### config.mk
export PLATFORM = sky130hd
export DESIGN_NAME = sasm_feeder
export DESIGN_NICKNAME = d
export VERILOG_FILES = /design/src/rtl/sasm_pkg.sv /design/src/rtl/sasm_op_fifo.sv /design/src/rtl/sasm_feeder.sv
export SDC_FILE = /design/constraint.sdc
export NUM_CORES = 1
export LEC_CHECK = 0
export CAP_MARGIN = 10
export CORE_MARGIN = 2
export CORE_UTILIZATION = 54
export DETAILED_ROUTE_END_ITERATION = 16
export PLACE_DENSITY = 0.8
export SYNTH_ARGS = -nofsm -noshare
export SYNTH_HDL_FRONTEND = slang
export SYNTH_SLANG_ARGS = --single-unit
### constraint.sdc
create_clock -name clk -period 3.08 [get_ports clk]
set_clock_uncertainty 0.05 [all_clocks]
set_input_delay 0.308 -clock clk [delete_from_list [all_inputs] [get_ports clk]]
set_output_delay 0.308 -clock clk [all_outputs]
set_load 0.05 [all_outputs]
### src/rtl/sasm_pkg.sv
// Shared definitions for the shift-and-add multiplier operand feeder.
package sasm_pkg;

  localparam int WL_DEF    = 4;
  localparam int DEPTH_DEF = 4;

  // Run time of the multiplier in cycles, derived from the operand width.
  function automatic int mul_cycles_for(input int wl);
    return 2 * wl;
  endfunction

  // Ceiling log2. Returns 0 for v <= 1.
  function automatic int clog2(input int v);
    int r;
    r = 0;
    for (int x = 1; x < v; x = x * 2) begin
      r = r + 1;
    end
    return r;
  endfunction

  // Feeder FSM states.
  typedef enum logic [1:0] {
    IDLE = 2'd0,
    LOAD = 2'd1,
    WAIT = 2'd2
  } feeder_state_t;

endpackage

### src/rtl/sasm_op_fifo.sv
// Synchronous FIFO holding {a,b} operand pairs.
// Handshake: a push happens on an edge where i_push is high, a pop on an
// edge where i_pop is high; the caller never pushes when full or pops when
// empty. o_data always shows the head entry.
module sasm_op_fifo
  import sasm_pkg::*;
#(
  parameter int W     = 8,
  parameter int DEPTH = 4
) (
  input  logic                    clk,
  input  logic                    rst,
  input  logic                    i_push,
  input  logic                    i_pop,
  input  logic [W-1:0]            i_data,
  output logic [W-1:0]            o_data,
  output logic [clog2(DEPTH):0]   o_count,
  output logic                    o_full,
  output logic                    o_empty
);

  localparam int AW = clog2(DEPTH);
  localparam int CW = AW + 1;

  logic [W-1:0]  r_mem [DEPTH];
  logic [AW-1:0] r_wr_ptr;
  logic [AW-1:0] r_rd_ptr;
  logic [CW-1:0] r_count;

  // Storage array: written on push only, contents are don't-care when empty.
  always_ff @(posedge clk) begin
    if (i_push) begin
      r_mem[r_wr_ptr] <= i_data;
    end
  end

  // Pointers wrap naturally since DEPTH is a power of two; count tracks
  // push/pop, unchanged when both happen on one edge.
  always_ff @(posedge clk) begin
    if (rst) begin
      r_wr_ptr <= '0;
      r_rd_ptr <= '0;
      r_count  <= '0;
    end else begin
      if (i_push) r_wr_ptr <= r_wr_ptr + AW'(1);
      if (i_pop)  r_rd_ptr <= r_rd_ptr + AW'(1);
      case ({i_push, i_pop})
        2'b10:   r_count <= r_count + CW'(1);
        2'b01:   r_count <= r_count - CW'(1);
        default: r_count <= r_count;
      endcase
    end
  end

  assign o_data  = r_mem[r_rd_ptr];
  assign o_count = r_count;
  assign o_full  = (r_count == CW'(DEPTH));
  assign o_empty = (r_count == '0);

endmodule

### src/rtl/sasm_feeder.sv
// Operand feeder for the shift-and-add serial multiplier. Buffers operand
// pairs and issues one per multiplication: a one-cycle load strobe, then the
// operands held stable for the multiplier run time.
// Upstream handshake: a pair is taken on every edge where s_valid && s_ready;
// s_ready depends only on registered occupancy, and the producer holds
// s_valid/s_a/s_b until the pair is taken.
module sasm_feeder
  import sasm_pkg::*;
#(
  parameter int WL         = WL_DEF,
  parameter int DEPTH      = DEPTH_DEF,
  parameter int MUL_CYCLES = mul_cycles_for(WL)
) (
  input  logic                   clk,
  input  logic                   rst,
  input  logic                   s_valid,
  output logic                   s_ready,
  input  logic [WL-1:0]          s_a,
  input  logic [WL-1:0]          s_b,
  output logic [WL-1:0]          in1,
  output logic [WL-1:0]          in2,
  output logic                   load,
  output logic                   busy,
  output logic                   done,
  output logic [clog2(DEPTH):0]  count,
  output logic [1:0]             dbg_state
);

  localparam int CW   = clog2(DEPTH) + 1;
  localparam int CNTW = (clog2(MUL_CYCLES + 1) < 1) ? 1 : clog2(MUL_CYCLES + 1);

  feeder_state_t   r_state;
  logic [WL-1:0]   r_in1;
  logic [WL-1:0]   r_in2;
  logic            r_load;
  logic            r_busy;
  logic [CNTW-1:0] r_cnt;

  logic [2*WL-1:0] w_head;
  logic [CW-1:0]   w_count;
  logic            w_full;
  logic            w_empty;
  logic            w_push;
  logic            w_pop;
  logic            w_cnt_zero;

  assign w_cnt_zero = (r_cnt == '0);
  assign w_push     = s_valid && !w_full;
  // A pop only ever accompanies entry to LOAD.
  assign w_pop      = !w_empty && ((r_state == IDLE) ||
                                   ((r_state == WAIT) && w_cnt_zero));

  sasm_op_fifo #(
    .W     (2 * WL),
    .DEPTH (DEPTH)
  ) u_fifo (
    .clk     (clk),
    .rst     (rst),
    .i_push  (w_push),
    .i_pop   (w_pop),
    .i_data  ({s_a, s_b}),
    .o_data  (w_head),
    .o_count (w_count),
    .o_full  (w_full),
    .o_empty (w_empty)
  );

  // Issue FSM: pop and latch operands on entry to LOAD, then count out the
  // multiplier run time in WAIT before the next load.
  always_ff @(posedge clk) begin
    if (rst) begin
      r_state <= IDLE;
      r_in1   <= '0;
      r_in2   <= '0;
      r_load  <= 1'b0;
      r_busy  <= 1'b0;
      r_cnt   <= '0;
    end else begin
      case (r_state)
        IDLE: begin
          if (w_pop) begin
            r_in1   <= w_head[2*WL-1:WL];
            r_in2   <= w_head[WL-1:0];
            r_load  <= 1'b1;
            r_busy  <= 1'b1;
            r_state <= LOAD;
          end
        end
        LOAD: begin
          r_load  <= 1'b0;
          r_cnt   <= CNTW'(MUL_CYCLES - 1);
          r_state <= WAIT;
        end
        WAIT: begin
          if (w_cnt_zero) begin
            if (w_pop) begin
              r_in1   <= w_head[2*WL-1:WL];
              r_in2   <= w_head[WL-1:0];
              r_load  <= 1'b1;
              r_state <= LOAD;
            end else begin
              r_busy  <= 1'b0;
              r_state <= IDLE;
            end
          end else begin
            r_cnt <= r_cnt - CNTW'(1);
          end
        end
        default: begin
          r_load  <= 1'b0;
          r_busy  <= 1'b0;
          r_state <= IDLE;
        end
      endcase
    end
  end

  assign s_ready   = !w_full;
  assign in1       = r_in1;
  assign in2       = r_in2;
  assign load      = r_load;
  assign busy      = r_busy;
  assign done      = (r_state == WAIT) && w_cnt_zero;
  assign count     = w_count;
  assign dbg_state = r_state;

endmodule

==> out/metrics.csv <==
stage,metric,value,unit
floorplanning,die area,0.00517,mm²
floorplanning,starting density of the core,56.5,%
place,post-DP HPWL,2.94,mm
global_routing,largest net degree at the start of global routing,25,
setup_path,CP arrival,2370,ps
detailed_routing,drt total wl,4.32,mm
floorplanning,io pins,28,
timing,Slew HR,51.5,%
timing,Final setup viols,0,
detailed_routing,drt wl/cell,15.3,µm
min_path,hold depth,1,
setup_path,flop-to-flop setup slack,570,ps
cells_and_area,fin util,67.8,%
power,power density over the cells,1070,mW/mm²
global_routing,GR Overflow Total,0,
clock_network,clock slew at reported path FFs,70,ps
clock_network,Num CTS Buffers,9,
clock_network,CTS root buf,clkbuf_8,
setup_path,Worst Reg-to-Reg Cells,9,
clock_network,Resize count post-CTS,0,
logic_synthesis,register area share after synthesis,58.6,%
logic_synthesis,asr flop ratio synth,0,%
logic_synthesis,post-synthesis sequential element count,57,
floorplanning,core box area,0.00441,mm²
power,Final Power,0.00320,W
detailed_routing,Routed Antenna Nets,0,
cells_and_area,Register Area,0.00146,mm²
detailed_routing,Vias,1582,
timing,final hold vios,0,
global_routing,initial antenna violation count,0,
status,outcome,"complete, no violations",
detailed_routing,drt drc,0,
place,Final GP Congestion,0.768,
logic_synthesis,post-synth cell types,41,
clock_network,CTS tree,built,
setup_path,crit end category,output pin,
clock_network,Sink Count,57,
setup_path,worst-path fanout max,5,
logic_synthesis,Mapped Area,0.00249,mm²
floorplanning,site row count,24,
logic_synthesis,yosys warns,0,
cells_and_area,Multi-input gate area,898,µm²
cells_and_area,layout cells sized above 1,15.6,%
place,Port Buffers,27,
clock_network,post-CTS setup buffer count,0,
global_routing,vias in the first global route,1505,
floorplanning,Die Y,71.9,µm
setup_path,worst path required time,2720,ps
detailed_routing,TritonRoute pass-1 iters,5,
cells_and_area,P&R area growth vs syn,20.0,%
clock_network,htree depth,3,
detailed_routing,DRC marker count from the first detailed-route iteration,142,
floorplanning,Die Wd,71.9,µm
cells_and_area,ant diodes,0,
timing,RSZ-0062 raised after global routing,false,
min_path,HP Start,load,
setup_path,RR Startpoint,r_cnt[0],
setup_path,critical path class,register to output pin,
logic_synthesis,cells after synthesis,195,
cells_and_area,final-stage net count,245,
timing,Slew Limit Fails,0,
global_routing,Tot GR Track Use,18.9,%
timing,measured slew at the worst slew-check pin,726,ps
run,max_cap viols,0,
timing,Max Freq,366,MHz
detailed_routing,DR vias/cell,5.59,
clock_network,Longest Clk Path Bufs,2,
logic_synthesis,synthesized area per cell,12.8,µm²
logic_synthesis,Mapped Nets,214,
timing,setup TNS,0,ps
min_path,min-delay worst type,register to register,
clock_network,Hold Buf Count CTS,0,
power,VDD IR max,595,µV
setup_path,Setup crit start kind,register,
power,leak pwr,1.09,nW
timing,Tcrit/Tclk final,88.7,%
min_path,Hold EP,load,
cells_and_area,fill count,314,
clock_network,later-pin clock latency in the skew report,330,ps
global_routing,first-pass GRT wire length,7.15,mm
logic_synthesis,Post-synth EDFFs,32,
timing,Period minus WS final,2730,ps
setup_path,Reg2Reg Capture Point,u_fifo.o_count[2],
logic_synthesis,leading register cell type out of synthesis,edfxtp_1,
how the worst max path moves through the flow:
stage | start | end | slack (ps) | cells after the start
final | r_cnt[0] | done | 350 | 5
after global routing | r_cnt[0] | done | 240 | 5
after CTS | r_cnt[0] | done | 330 | 5
after detailed placement | r_cnt[0] | u_fifo.o_count[2] | 610 | 9
after global placement | r_cnt[0] | u_fifo.o_count[2] | 660 | 9
after floorplan | u_fifo.o_count[0] | u_fifo.o_count[2] | 130 | 8
worst max-delay path, cell delays in order (launching register included):
cell and delay, ps:
dfxtp_1 340, inv_1 90, ha_1 170, or3b_2 470
nor3_1 150, clkdlybuf4s50_1 830
cell type report:
cell class | instances | area share [%]
Multi-Input combinational cell | 111 | 30.0
Timing Repair Buffer | 30 | 9.79
Sequential cell | 57 | 48.8
Clock inverter | 6 | 2.76
Clock buffer | 10 | 4.27
Inverter | 17 | 2.13
Tap cell | 52 | 2.17
placed cells by master (no fill, tap or decap), types with 5 or more instances in the layout:
cell / netlist / routed
clkbuf_8: 0 / 9
edfxtp_1: 32 / 32
nor2b_1: 9 / 9
nand3_1: 11 / 11
mux4_2: 8 / 8
nand2_1: 12 / 12
ha_1: 7 / 7
a21oi_1: 9 / 9
nor2_1: 5 / 5
clkdlybuf4s50_1: 0 / 27
o211ai_1: 8 / 8
inv_1: 17 / 17
dfxtp_1: 25 / 25
registers in the layout, summed over array words and instances (netlist names), named ones only:
register and flops:
u_fifo.r_mem 32, in1 4, in2 4, r_cnt 4, u_fifo.o_count 3, dbg_state 2, u_fifo.r_rd_ptr 2, u_fifo.r_wr_ptr 2
busy 1, load 1
stage by stage:
stage | hold slack, ps | area (µm²) | worst slack (ps) | instances
after global routing | 484 | 2990 | 238 | 283
after detailed placement | 452 | 2780 | 615 | 267
after CTS | 468 | 2990 | 328 | 283
after floorplan | 357 | 2490 | 134 | 195
final | 459 | 2990 | 349 | 283
after global placement | 447 | 2780 | 659 | 267
layer usage:
layer	wire (µm)	GRT usage (%)	part of all wire, %
met1	1930	25.2	45
met2	2050	27.2	48
met3	187	4.17	4.3
met4	143	14.5	3.3
met5	0	0	0
cells by family after synthesis:
logic type / count (synthesis) / synth area share (%)
buffers and inverters: 27 / 5.32
multiplexers: 12 / 8.99
XOR/XNOR: 2 / 0.703
flip-flops: 57 / 58.6
AND/OR/NAND/NOR: 57 / 13.0
adder cells (fa/ha/maj): 8 / 4.32
AO/OA/AOI/OAI: 32 / 9.04
cell usage after synthesis, types with 2 or more instances:
| library cell | number | share of area (%) |
|---|---|---|
| clkbuf_1 | 4 | 0.60 |
| o21ai_0 | 2 | 0.40 |
| or3b_2 | 2 | 0.70 |
| inv_1 | 17 | 2.6 |
| mux2_2 | 3 | 1.4 |
| o211ai_1 | 8 | 2.4 |
| nor2b_1 | 9 | 2.3 |
| nand2b_1 | 4 | 1.0 |
| dfxtp_1 | 25 | 20 |
| ha_1 | 7 | 3.5 |
| mux4_2 | 8 | 7.2 |
| nand2_1 | 12 | 1.8 |
| buf_6 | 4 | 1.8 |
| a21oi_1 | 9 | 1.8 |
| nor2_1 | 5 | 0.75 |
| nand3_1 | 11 | 2.2 |
| and3_1 | 4 | 1.0 |
| o2111ai_1 | 2 | 0.70 |
| edfxtp_1 | 32 | 39 |
| a211oi_1 | 3 | 0.90 |
| a21o_1 | 2 | 0.60 |
| or3_1 | 3 | 0.75 |
power by group:
part / switching, W / total (W) / internal, W
Combinational: 0.000796 / 0.00134 / 0.000540
Sequential: 0.000147 / 0.00113 / 0.000981
Clock: 0.000285 / 0.000736 / 0.000451
Power figures use the tool's default switching activity.
